<file path="src/rtl/pc_fetch_ctrl_pkg.sv">
// Shared definitions for the instruction-fetch front end: FSM encodings and default vectors.
package pc_fetch_ctrl_pkg;

    typedef enum logic [2:0] {
        StIdle  = 3'd0,
        StFetch = 3'd1,
        StHold  = 3'd2,
        StDrain = 3'd3,
        StHalt  = 3'd4
    } fetch_state_e;

    localparam logic [15:0] BootAddrDefault  = 16'h0000;
    localparam logic [15:0] IrqVectorDefault = 16'h0010;

endpackage

</file>
<file path="src/rtl/pc_fetch_ctrl_pc.sv">
// 16-bit program counter with synchronous active-high reset, load and increment.
module pc_fetch_ctrl_pc (
    input  logic        clk_i,
    input  logic        rst_i,
    input  logic        load_i,
    input  logic        inc_i,
    input  logic [15:0] in_i,
    output logic [15:0] pc_o
);

    logic [15:0] pc_q;

    // Load has precedence; the controller never asserts both.
    always_ff @(posedge clk_i) begin
        if (rst_i) begin
            pc_q <= 16'h0000;
        end else if (load_i) begin
            pc_q <= in_i;
        end else if (inc_i) begin
            pc_q <= pc_q + 16'd1;
        end
    end

    assign pc_o = pc_q;

endmodule

</file>
<file path="src/rtl/pc_fetch_ctrl.sv">
// Fetch sequencer: drives the PC, issues req/ack fetches, hands instructions to decode.
module pc_fetch_ctrl
    import pc_fetch_ctrl_pkg::*;
#(
    parameter logic [15:0] BOOT_ADDR  = BootAddrDefault,
    parameter logic [15:0] IRQ_VECTOR = IrqVectorDefault
) (
    input  logic        clk_i,
    input  logic        rst_ni,
    input  logic        start_i,
    input  logic        halt_i,
    input  logic        jump_i,
    input  logic [15:0] jump_target_i,
    input  logic        irq_i,
    input  logic        irq_en_i,
    output logic        irq_ack_o,
    output logic [15:0] epc_o,
    output logic        imem_req_o,
    output logic [15:0] imem_addr_o,
    input  logic        imem_ack_i,
    input  logic [15:0] imem_data_i,
    output logic [15:0] instr_o,
    output logic        instr_valid_o,
    input  logic        instr_ready_i,
    output logic [15:0] pc_o,
    output logic        halted_o
);

    fetch_state_e state_q, state_d;
    logic [15:0]  addr_q, addr_d;
    logic [15:0]  instr_q, instr_d;
    logic         valid_q, valid_d;
    logic [15:0]  epc_q, epc_d;
    logic         irq_ack_q, irq_ack_d;
    logic         halt_pend_q, halt_pend_d;

    logic         pc_load, pc_inc;
    logic [15:0]  pc_in, pc;
    logic         irq_take, halt_now;

    pc_fetch_ctrl_pc u_pc (
        .clk_i  (clk_i),
        .rst_i  (~rst_ni),
        .load_i (pc_load),
        .inc_i  (pc_inc),
        .in_i   (pc_in),
        .pc_o   (pc)
    );

    assign irq_take = irq_i & irq_en_i;
    // A halt arriving in the boundary cycle itself counts as pending.
    assign halt_now = halt_pend_q | (halt_i & (state_q inside {StFetch, StDrain, StHold}));

    always_comb begin
        state_d     = state_q;
        addr_d      = addr_q;
        instr_d     = instr_q;
        valid_d     = valid_q;
        epc_d       = epc_q;
        irq_ack_d   = 1'b0;
        halt_pend_d = halt_now;
        pc_load     = 1'b0;
        pc_inc      = 1'b0;
        pc_in       = jump_target_i;

        unique case (state_q)
            StIdle: begin
                if (start_i) begin
                    pc_load = 1'b1;
                    pc_in   = BOOT_ADDR;
                    addr_d  = BOOT_ADDR;
                    state_d = StFetch;
                end
            end
            StFetch: begin
                if (jump_i) begin
                    pc_load = 1'b1;
                    if (imem_ack_i) begin
                        addr_d = jump_target_i;
                    end else begin
                        state_d = StDrain;
                    end
                end else if (imem_ack_i) begin
                    instr_d = imem_data_i;
                    valid_d = 1'b1;
                    pc_inc  = 1'b1;
                    state_d = StHold;
                end
            end
            StDrain: begin
                // Request stays at the old address until the memory answers.
                if (jump_i) begin
                    pc_load = 1'b1;
                end
                if (imem_ack_i) begin
                    addr_d  = jump_i ? jump_target_i : pc;
                    state_d = StFetch;
                end
            end
            StHold: begin
                if (jump_i) begin
                    valid_d = 1'b0;
                    pc_load = 1'b1;
                    addr_d  = jump_target_i;
                    state_d = StFetch;
                end else if (instr_ready_i) begin
                    valid_d = 1'b0;
                    if (irq_take) begin
                        epc_d     = pc;
                        pc_load   = 1'b1;
                        pc_in     = IRQ_VECTOR;
                        addr_d    = IRQ_VECTOR;
                        irq_ack_d = 1'b1;
                        state_d   = StFetch;
                    end else if (halt_now) begin
                        halt_pend_d = 1'b0;
                        state_d     = StHalt;
                    end else begin
                        addr_d  = pc;
                        state_d = StFetch;
                    end
                end
            end
            StHalt: begin
                if (irq_take) begin
                    epc_d     = pc;
                    pc_load   = 1'b1;
                    pc_in     = IRQ_VECTOR;
                    addr_d    = IRQ_VECTOR;
                    irq_ack_d = 1'b1;
                    state_d   = StFetch;
                end else if (start_i) begin
                    addr_d  = pc;
                    state_d = StFetch;
                end
            end
            default: state_d = StIdle;
        endcase
    end

    always_ff @(posedge clk_i) begin
        if (!rst_ni) begin
            state_q     <= StIdle;
            addr_q      <= 16'h0000;
            instr_q     <= 16'h0000;
            valid_q     <= 1'b0;
            epc_q       <= 16'h0000;
            irq_ack_q   <= 1'b0;
            halt_pend_q <= 1'b0;
        end else begin
            state_q     <= state_d;
            addr_q      <= addr_d;
            instr_q     <= instr_d;
            valid_q     <= valid_d;
            epc_q       <= epc_d;
            irq_ack_q   <= irq_ack_d;
            halt_pend_q <= halt_pend_d;
        end
    end

    assign imem_req_o    = (state_q == StFetch) || (state_q == StDrain);
    assign imem_addr_o   = addr_q;
    assign instr_o       = instr_q;
    assign instr_valid_o = valid_q;
    assign epc_o         = epc_q;
    assign irq_ack_o     = irq_ack_q;
    assign pc_o          = pc;
    assign halted_o      = (state_q == StHalt);

endmodule

</file>
<file path="config.mk">
export PLATFORM = sky130hd
export DESIGN_NAME = pc_fetch_ctrl
export DESIGN_NICKNAME = d
export VERILOG_FILES = /design/src/rtl/pc_fetch_ctrl_pkg.sv /design/src/rtl/pc_fetch_ctrl_pc.sv /design/src/rtl/pc_fetch_ctrl.sv
export SDC_FILE = /design/constraint.sdc
export NUM_CORES = 1
export LEC_CHECK = 0
export CORE_ASPECT_RATIO = 1.75
export CORE_MARGIN = 10
export CORE_UTILIZATION = 50
export DETAILED_ROUTE_END_ITERATION = 16
export PLACE_DENSITY = 0.87
export SYNTH_ARGS = -nofsm -noshare
export SYNTH_HDL_FRONTEND = slang
export SYNTH_SLANG_ARGS = --single-unit
</file>
<file path="constraint.sdc">
create_clock -name clk_i -period 4.8 [get_ports clk_i]
set_input_delay 0.48 -clock clk_i [delete_from_list [all_inputs] [get_ports clk_i]]
set_output_delay 0.48 -clock clk_i [all_outputs]
set_load 0.005 [all_outputs]
</file>
# Word-level counts from Yosys, hierarchy flattened
# Cells that the tools add are included.
# classes
mux	54
reduce_logical	13
addsub	1
eq_ne	16
n_bitwise	4
# op_table
op	count
two-way mux 16 bit	20
one-hot mux 16 bit (5 select lines)	1
one-hot mux 16 bit (3 select lines)	1
one-hot mux 16 bit (2 select lines)	1
two-way mux 3 bit	10
two-way mux 1 bit	17
adder 16 x 1 -> 16 bit, second input constant	1
one-hot mux 3 bit (5 select lines)	1
inequality test 2 bit, second input constant	7
inequality test 3 bit, second input constant	3
AND reduction 4 bit	2
AND reduction 8 bit	1
== test 3 x 2 -> 1 bit, second input constant	2
AND reduction 3 bit	2
nonzero test 2 bit	3
nonzero test 5 bit	1
inequality test 4 bit, second input constant	1
one-hot mux 1 bit (2 select lines)	2
one-hot mux 1 bit (4 select lines)	1
== test 3 x 1 -> 1 bit, second input constant	1
== test 3 bit, second input constant	1
logical NOT 3 bit	1
inequality test 3 x 2 -> 1 bit, second input constant	1
nonzero test 3 bit	1
other kinds (5)	6
# word_totals
word_cells	96
reg_bits	70
out_inout_bits	68
input_bits	41

# Depth between registers and ports, before layout
# Gate-level depths: netlist of the first run.
# depth
word_depth	9
ltp_mapped	8

# Modules after synthesis
# From an unflattened synthesis of the first run, not the netlist that was laid out.
# unflattened
cells_unflattened	422
area_unflattened_um2	3646.0
# modules_own_cells
module	area_per_inst_um2	seq_area_each_um2	cells_each	instances
pc_fetch_ctrl	2661.3	1081.0	310	1
pc_fetch_ctrl_pc	984.7	320.3	112	1

# Least setup slack after synthesis of the first run
# Ideal clock, no wire load.
# synth_timing
kind	input to register
start	input irq_i
end	register u_pc.pc_q[11] (netlist: u_pc.pc_o[11])
setup_time_ps	134
arrival_time_ps	1865
required_ps	4666
n_path_buf	2
path_slack_ps	2802
path_stages	7
path_cell_list	and2_1 > clkbuf_1 > and4_1 > or3_1 > clkbuf_1 > a32oi_1 > o22ai_1
# synth_between
elab_chain_len	6
# synth_rtl
element	line_no	source
start: declaration	pc_fetch_ctrl.sv:14	input logic irq_i,
bitwise AND 1 bit *	pc_fetch_ctrl.sv:50	assign irq_take = irq_i & irq_en_i;
two-way mux 1 bit / two-way mux 16 bit (equally long branches)	pc_fetch_ctrl.sv:108, pc_fetch_ctrl.sv:125	
two-way mux 1 bit / two-way mux 16 bit (equally long branches)	pc_fetch_ctrl.sv:106	end else if (instr_ready_i) begin
two-way mux 1 bit / two-way mux 16 bit (equally long branches)	pc_fetch_ctrl.sv:101	if (jump_i) begin
one-hot mux 1 bit (4 select lines) / one-hot mux 16 bit (3 select lines) (equally long branches)	pc_fetch_ctrl.sv:66	unique case (state_q)
two-way mux 16 bit / nonzero test 2 bit (equally long branches)	-	
end signal: assignment	pc_fetch_ctrl_pc.sv:18	pc_q <= in_i;
end signal: assignment	pc_fetch_ctrl_pc.sv:20	pc_q <= pc_q + 16'd1;
end: declaration	pc_fetch_ctrl_pc.sv:11	logic [15:0] pc_q;
# Mark *: on every way between the ends. The rest lies on a longest branch, timed or not.
# A chain may end at the register's enable or synchronous reset.

# Worst setup path after layout of the first run
# layout_timing
start	register state_q[0]
end	register u_pc.pc_q[4] (netlist: u_pc.pc_o[4])
# layout_between
elab_chain_len	4
# layout_rtl
element	line_no	source
start: declaration	pc_fetch_ctrl.sv:29	fetch_state_e state_q, state_d;
start signal: assignment	pc_fetch_ctrl.sv:143	state_q <= StIdle;
start signal: assignment	pc_fetch_ctrl.sv:151	state_q <= state_d;
== test 3 x 1 -> 1 bit / == test 3 x 2 -> 1 bit (equally long branches)	pc_fetch_ctrl.sv:66	
OR reduction 2 bit (no line)	-	
one-hot mux 1 bit (4 select lines)	pc_fetch_ctrl.sv:66	
two-way mux 16 bit / nonzero test 2 bit (equally long branches)	-	
# Several ways; a longest one is shown, not always the timed one.

==> flow_metrics.tcl, run 1 <==
set metrics [dict create \
    outcome "finished, final reports clean" \
    gp_congestion 0.8986 \
    cap_violations 0 \
    fin_setup_tns_ns 0 \
    clk_root_buffer_cell "clkbuf_16" \
    synth.most_common_cell "dfxtp_1" \
    cp-startpoint "state_q[0]$_SDFFE_PN0P_" \
    min_from "instr_o[15]$_SDFFE_PN0P_" \
    num_io_pins 109 \
    critPathTopFamily "simple AND/OR/NAND/NOR gates" \
    yosysUniqueCellTypes 55 \
    required_ns 4.98 \
    slowest_delay_ns 1.00 \
    ys_top_cells_by_area "dfxtp_1 (42%), a21oi_1 (7.0%), mux2i_1 (5.4%)" \
    antenna_cells 0 \
    tightest_slew_ns 1.131 \
    crit_chain "nor3b_1 > and3b_1 > a21oi_1 > a2111oi_0" \
    hp-class "reg -> reg" \
    postCtsSetupRepairBufs 0 \
    clock_latency_ns 0.33 \
    hold_buffers 0 \
    drtIter0Drc 343 \
    grt_pass1_wl_um 17130 \
    nets 519 \
    port_buffers 108 \
    dp_hpwl_um 7768 \
    cts-htree-levels 3 \
    cts_tree "built" \
    ys_ff_latch 70 \
    drive_gt1_share_pct 6.875 \
    cts_resized 0 \
    synth_area_leader_cell "dfxtp_1" \
    yosys.area.top_type_share_pct 41.93 \
    clock.fmax_mhz 318.6 \
    rsz0062_at_grt "no" \
    clock_sinks 70 \
    core_region_area_um2 6539 \
    cp_slowest_cell "and3b_1" \
    ys.flop_type "dfxtp_1" \
    path_buf_inv 0 \
    worstPathArrival_ns 3.32 \
    cts_buffers 9 \
    die_h_um 128.2 \
    postRouteAntennaNets 0 \
    gr-usage-all-layers_pct 20.49 \
    syn_avg_cell_area_um2 8.658 \
    path_clk_slew_ns 0.05 \
    finalSetupViolCount 0 \
    ir_worst_vdd_mv 0.3119 \
    rr_startpoint "state_q[0]$_SDFFE_PN0P_" \
    slew_headroom_pct 24.60 \
    num_rows 39 \
    clock_path_buffers 2 \
    drc 0 \
    period_share_pct 65.38 \
    gr-total-overflow 0 \
    postSynthCellCount 386 \
    start_kind "flop" \
    post-route-min-period_ns 3.138 \
    die_x_um 81.80 \
    start_util_pct 51.11 \
    antenna_found_initial 0 \
    p_leak_uw 0.001589 \
    syn-num-nets 428 \
    synth_edf_count 0 \
    drt-wirelength-per-cell_um 19.04 \
    syn_to_final_growth_pct 40.32 \
    place_ws_ns 1.587 \
    routed_via_density 6.027 \
    worstPathMaxFanout 31 \
    num_vias 3387 \
    worst_slack_ns 1.662 \
    ys_warn_count 0 \
    wirelength_um 10700 \
    seq_area_frac_synth_pct 41.93 \
    drv_slew 0 \
    finalClockSkew_ns 0.002859 \
    drtPass1Iterations 5 \
    grt_max_degree 36 \
    syn_area_um2 3342 \
    die_area_um2 10480 \
    synth_commonest_cells "dfxtp_1 (70), a21oi_1 (47), nand2_1 (39), nor2_1 (31), clkbuf_1 (19)" \
    grt_pass1_vias 3450 \
    async_flop_share_pct 0 \
    hold_viol_final 0 \
    p_per_area_nw_per_um2 449.6 \
    critical_path_class "reg -> reg" \
    cp-end-kind "flop" \
]
[final timing paths]
| kind | end | slack, ns | depth (start not counted) |
|---|---|---|---|
| worst min register to register | instr_o[15]$_SDFFE_PN0P_ | 0.46 | 2 |
| worst max-delay path | u_pc.pc_o[4]$_SDFFE_PN0P_ | 1.66 | 4 |
| worst max register to register | u_pc.pc_o[4]$_SDFFE_PN0P_ | 1.66 | 4 |
| worst min-delay path | instr_o[15]$_SDFFE_PN0P_ | 0.46 | 2 |
[metrics by stage]
stage	instances	cell area (µm²)	utilization [%]	hold slack (ns)	power, µW
final	562	4690	71.72	0.4574	2108
after global routing	562	4690	71.72	0.4754	2207
after CTS	562	4690	71.72	0.4551	2113
after detailed placement	548	4415	67.53	0.4476	1503
after global placement	548	4415	67.53	0.4423	1486
after floorplan	386	3342	-	0.4527	1200
[cells in the final DEF (no fill, tap or decap), drive strengths merged, types with 6 or more instances in the layout]
| cell | n |
|---|---|
| a211oi | 17 |
| a21oi | 47 |
| a22oi | 17 |
| clkbuf | 11 |
| clkdlybuf4s50 | 108 |
| dfxtp | 70 |
| inv | 6 |
| mux2i | 18 |
| nand2 | 39 |
| nand3 | 13 |
| nand4 | 12 |
| nor2 | 31 |
| nor3 | 8 |
[area by class of cell]
cell class / instances / area, µm²
clock inverter: 3 / 21.27
clock buffer: 11 / 252.7
timing repair buffer: 113 / 1119
fill: 497 / 1849
inverter: 7 / 26.28
tap: 82 / 102.6
sequential: 70 / 1401
multi-input combinational: 276 / 1767
[flip-flops by register name, indices dropped and copies added, names as in the netlist]
signal         flops
instr_valid_o      1
state_q            3
instr_o           16
u_pc.pc_o         16
imem_addr_o       16
epc_o             16
irq_ack_o          1
halt_pend_q        1
[kinds of logic (layout without fill, tap and decap cells)]
kind of cell	count (synthesis)	count (layout)	share of synthesized area (%)
and+or+nand+nor	132	132	19.73
xor gates and xnor gates	7	7	1.835
buffers and inverters	40	134	5.316
adders and majority gates	1	1	0.3743
DFF	70	70	41.93
AOI/OAI and AO/OA	118	118	25.42
muxes	18	18	5.391
[worst min-delay path: cells and delay by family (launching register included)]
kind | cells | cell delay, ns
AND/OR/NAND/NOR | 1 | 0.05
flip-flops | 1 | 0.31
AO/OA/AOI/OAI | 1 | 0.05
[metal layers]
| metal | up-vias | share of wire (%) | GRT usage [%] |
|---|---|---|---|
| met4 | 0 | 2.7 | 8.753 |
| met1 | 1603 | 35 | 20.76 |
| met2 | 154 | 52 | 35.08 |
| met5 | - | 0 | 0 |
| li1 | 1604 | - | - |
| met3 | 26 | 10 | 8.848 |
[power by group]
group / switching, µW / internal, µW
combinational: 338 / 360
sequential: 124 / 677
clock: 238 / 371
(Power assumes the default switching activity.)
==> inputs of run 2 (changes only) <==
--- a/config.mk
+++ b/config.mk
@@ -7,9 +7,9 @@
 export LEC_CHECK = 0
 export CORE_ASPECT_RATIO = 1.75
 export CORE_MARGIN = 10
-export CORE_UTILIZATION = 50
+export CORE_UTILIZATION = 42
 export DETAILED_ROUTE_END_ITERATION = 16
-export PLACE_DENSITY = 0.87
+export PLACE_DENSITY = 0.78
 export SYNTH_ARGS = -nofsm -noshare
 export SYNTH_HDL_FRONTEND = slang
 export SYNTH_SLANG_ARGS = --single-unit
==> constraint.sdc (replaced) <==
create_clock -name clk_i -period 2.8 [get_ports clk_i]
set_input_delay 0.28 -clock clk_i [delete_from_list [all_inputs] [get_ports clk_i]]
set_output_delay 0.28 -clock clk_i [all_outputs]
set_load 0.005 [all_outputs]
==> flow_metrics.tcl, run 2 (same netlist as run 1, synthesis figures left out) <==
set metrics [dict create \
    grt_pass1_wl_um 17680 \
    clock_sinks 70 \
    grt_max_degree 29 \
    postCtsSetupRepairBufs 0 \
    nets 530 \
    cts_resized 0 \
    drive_gt1_share_pct 8.943 \
    cp-end-kind "flop" \
    slowest_delay_ns 0.69 \
    start_kind "flop" \
    clock_latency_ns 0.33 \
    gr-usage-all-layers_pct 17.98 \
    cts_buffers 9 \
    grt_pass1_vias 3452 \
    dp.cells 567 \
    outcome "finished, final reports clean" \
    drtPass1Iterations 5 \
    die_h_um 138.0 \
    cts_tree "built" \
    final_cell_mix "clkdlybuf4s50_1 (108), dfxtp_1 (70), a21oi_1 (46), nand2_1 (39), nor2_1 (31)" \
    num_io_pins 109 \
    antenna_found_initial 0 \
    worstPathArrival_ns 2.60 \
    hold_viol_final 0 \
    design_area_um2 4766 \
    drv_slew 0 \
    hold_buffers 0 \
    p_leak_uw 0.001635 \
    layout.cells.most_common "clkdlybuf4s50_1" \
    port_buffers 108 \
    drt-wirelength-per-cell_um 18.85 \
    clock_path_buffers 2 \
    place_ws_ns 0.1545 \
    wirelength_um 10970 \
    core_region_area_um2 7855 \
    ir_worst_vdd_mv 0.5226 \
    cts-htree-levels 3 \
    rsz0062_at_grt "no" \
    required_ns 2.98 \
    whs_ns 0.4506 \
    path_clk_slew_ns 0.06 \
    start_util_pct 42.55 \
    post-route-min-period_ns 2.428 \
    worstPathMaxFanout 19 \
    gp_congestion 0.9181 \
    postRouteAntennaNets 0 \
    finalClockSkew_ns 0.003809 \
    final_cells 582 \
    clock.fmax_mhz 411.9 \
    drtIter0Drc 285 \
    slew_headroom_pct 51.19 \
    die_area_um2 12070 \
    clk_root_buffer_cell "clkbuf_16" \
    syn_to_final_growth_pct 42.61 \
    period_share_pct 86.71 \
    die_x_um 87.43 \
    n_fill_cell 714 \
    tightest_slew_ns 0.7322 \
    p_per_area_nw_per_um2 761.0 \
    crit_chain "or3b_4 > o32a_1 > o221a_4 > and2_1 > a311oi_1" \
    num_vias 3427 \
    routed_via_density 5.888 \
    critical_path_class "reg -> reg" \
    num_rows 43 \
    hp-class "reg -> reg" \
    cap_violations 0 \
    drc 0 \
    dp_hpwl_um 8163 \
    worst_slack_ns 0.3722 \
    finalSetupViolCount 0 \
    placed_cell_area_um2 4508 \
    antenna_cells 0 \
    fin_setup_tns_ns 0 \
    cp_slowest_cell "dfxtp_1" \
    gr-total-overflow 0 \
]
## run 2: cell count changes in the layout (fill, tap and decap cells not counted)
cell,delta
buf_4,+11
clkbuf_1,+2
clkbuf_8,-2
clkinv_1,-1
clkinv_2,+1
clkinv_4,-1
clkinvlp_4,+1
inv_2,+1
## run 2: per-stage QoR
step	util [%]	total power, µW
final	60.67	3627
after global routing	60.67	3818
after CTS	60.67	3639
after detailed placement	57.39	2622
after global placement	57.39	2593
after floorplan	-	2057
## run 2: final timing paths
kind	from	to	slack (ns)	depth (start not counted)
hold reg to reg	instr_o[11]$_SDFFE_PN0P_	instr_o[11]$_SDFFE_PN0P_	0.45	2
setup / recovery	state_q[0]$_SDFFE_PN0P_	imem_addr_o[4]$_SDFFE_PN0P_	0.37	5
setup reg to reg	state_q[0]$_SDFFE_PN0P_	imem_addr_o[4]$_SDFFE_PN0P_	0.37	5
hold / removal	instr_o[11]$_SDFFE_PN0P_	instr_o[11]$_SDFFE_PN0P_	0.45	2
## run 2: routing by layer
layer / global-route usage, % / vias to the layer above / part of all wire [%]
li1: - / 1628 / -
met1: 18.12 / 1618 / 36
met2: 30.58 / 150 / 53
met3: 6.000 / 31 / 7.5
met4: 10.54 / 0 / 3.5
met5: 0 / - / 0
## run 2: report_power, final
group | leakage, µW | internal (µW) | switching [µW]
Clock | 0.000121 | 591 | 416
Sequential | 0.000571 | 1160 | 212
Combinational | 0.000943 | 652 | 596
## run 2: critical path: cells and delay by family, from the launching register on
| family | cells | cell delay [ns] |
|---|---|---|
| AOI/OAI and AO/OA | 3 | 0.67 |
| DFF | 1 | 0.69 |
| and+or+nand+nor | 2 | 0.91 |
## run 2: layout make-up
type / instances / area (µm²) / share of cell area, %
inverter: 7 / 26.28 / 0.5513
sequential: 70 / 1401 / 29.40
clock buffer: 11 / 232.7 / 4.883
tap: 90 / 112.6 / 2.363
timing repair buffer: 124 / 1201 / 25.20
multi-input combinational: 276 / 1767 / 37.07
clock inverter: 4 / 25.02 / 0.5251
==> inputs of run 3 (changes only) <==
--- a/config.mk
+++ b/config.mk
@@ -7,9 +7,9 @@
 export LEC_CHECK = 0
 export CORE_ASPECT_RATIO = 1.75
 export CORE_MARGIN = 10
-export CORE_UTILIZATION = 42
+export CORE_UTILIZATION = 46
 export DETAILED_ROUTE_END_ITERATION = 16
-export PLACE_DENSITY = 0.78
+export PLACE_DENSITY = 0.81
 export SYNTH_ARGS = -nofsm -noshare
 export SYNTH_HDL_FRONTEND = slang
 export SYNTH_SLANG_ARGS = --single-unit
==> constraint.sdc (replaced) <==
create_clock -name clk_i -period 2.3 [get_ports clk_i]
set_input_delay 0.23 -clock clk_i [delete_from_list [all_inputs] [get_ports clk_i]]
set_output_delay 0.23 -clock clk_i [all_outputs]
set_load 0.005 [all_outputs]
==> flow_metrics.tcl, run 3 (same netlist as run 1, synthesis figures left out) <==
set metrics [dict create \
    hold_viol_final 0 \
    slowest_delay_ns 0.55 \
    cap_violations 0 \
    fin_setup_tns_ns 0 \
    clock_sinks 70 \
    postRouteAntennaNets 0 \
    num_rows 41 \
    start_kind "flop" \
    path_clk_slew_ns 0.05 \
    grt_pass1_wl_um 18220 \
    dp_hpwl_um 8369 \
    slew_headroom_pct 63.92 \
    tightest_slew_ns 0.5405 \
    cts_buffers 9 \
    num_vias 3496 \
    crit_chain "or3b_4 > inv_1 > clkdlybuf4s50_1" \
    drive_gt1_share_pct 12.67 \
    worstPathArrival_ns 1.97 \
    gr-usage-all-layers_pct 19.55 \
    gp_congestion 0.8889 \
    start_util_pct 46.87 \
    worstPathMaxFanout 10 \
    post-route-min-period_ns 2.204 \
    whs_ns 0.4438 \
    place_ws_ns 0.05112 \
    period_share_pct 95.83 \
    cts_tree "built" \
    critical_path_class "reg -> out" \
    syn_to_final_growth_pct 48.26 \
    core_region_area_um2 7131 \
    port_buffers 108 \
    die_h_um 132.8 \
    wirelength_um 11110 \
    min_from "imem_data_i[4]" \
    gr-total-overflow 0 \
    clock_latency_ns 0.33 \
    p_per_area_nw_per_um2 939.1 \
    cp_slowest_cell "dfxtp_1" \
    outcome "finished, final reports clean" \
    die_area_um2 11210 \
    clock.fmax_mhz 453.7 \
    post-route-util_pct 69.49 \
    finalSetupViolCount 0 \
    worst_slack_ns 0.09600 \
    routed_via_density 5.836 \
    nets 551 \
    cts-htree-levels 3 \
    clock_path_buffers 2 \
    drtPass1Iterations 7 \
    rr_startpoint "state_q[2]$_SDFFE_PN0P_" \
    drtIter0Drc 272 \
    grt_pass1_vias 3476 \
    drc 0 \
    clk_root_buffer_cell "clkbuf_16" \
    antenna_found_initial 0 \
    final_cell_mix "clkdlybuf4s50_1 (108), dfxtp_1 (70), a21oi_1 (46), nand2_1 (39), buf_4 (36)" \
    cp-startpoint "state_q[2]$_SDFFE_PN0P_" \
    finalClockSkew_ns 0.004148 \
    rsz0062_at_grt "no" \
    num_io_pins 109 \
    drv_slew 0 \
    required_ns 2.07 \
    p_leak_uw 0.001760 \
    die_x_um 84.43 \
    cp-end-kind "primary output" \
    ir_worst_vdd_mv 0.6043 \
    grt_max_degree 32 \
    antenna_cells 0 \
    layout.cells.most_common "clkdlybuf4s50_1" \
    drt-wirelength-per-cell_um 18.55 \
    hp-class "in -> reg" \
]
==> run 3: changes by cell type in the layout (fill, tap and decap cells not counted) <==
cell,change
bufinv_16,+1
clkinvlp_4,-2
buf_4,+20
o311ai_1,+1
buf_12,+1
o311ai_0,-1
clkinv_4,+1
==> run 3: path summary, 6_finish.rpt <==
path | slack (ns) | endpoint | cells past startpoint
max | 0.1 | halted_o | 3
min | 0.44 | instr_o[4]$_SDFFE_PN0P_ | 3
max reg2reg | 0.13 | imem_addr_o[7]$_SDFFE_PN0P_ | 6
min reg2reg | 0.45 | instr_o[15]$_SDFFE_PN0P_ | 2
==> run 3: metal layers <==
metal  global-route usage (%)  vias up  wire length (µm)
met5                        0        -                 0
met4                    6.710        0               198
met3                    7.068       20               906
met2                    33.79      155              5813
met1                    21.31     1652              4195
li1                         -     1669                 -
==> run 3: critical path, delay by kind of cell (launching register included) <==
family / cells / cell delay [ns]
flops: 1 / 0.55
buf+inv: 2 / 0.62
simple gates: 1 / 0.47
==> run 3: layout make-up <==
class	instances	area, µm²
Timing Repair Buffer	145	1371
Sequential cell	70	1401
Clock buffer	11	232.7
Tap cell	86	107.6
Inverter	7	26.28
Clock inverter	4	48.80
Fill cell	581	2176
Multi-Input combinational cell	276	1767
==> run 3: report_power, final <==
part / internal, µW / leakage [µW] / switching, µW
Clock: 831 / 0.000139 / 501
Sequential: 1410 / 0.000571 / 204
Combinational: 901 / 0.00105 / 804
Total: 3140 / 0.00176 / 1510
==> run 3: stage by stage <==
step	power [µW]	cell area (µm²)	instances
floorplan	2504	3342	386
global placement	3294	4673	584
detailed placement	3317	4673	584
CTS	4667	4955	599
global route	4919	4955	599
finish	4653	4955	599
==> run 3: what timing repair did <==
| action | in CTS | in global routing |
|---|---|---|
| gates resized for setup | 0 | 1 |
| buffers inserted | 0 | 0 |
| hold buffers | 0 | 0 |
| endpoints found under the setup margin | 0 | 1 |
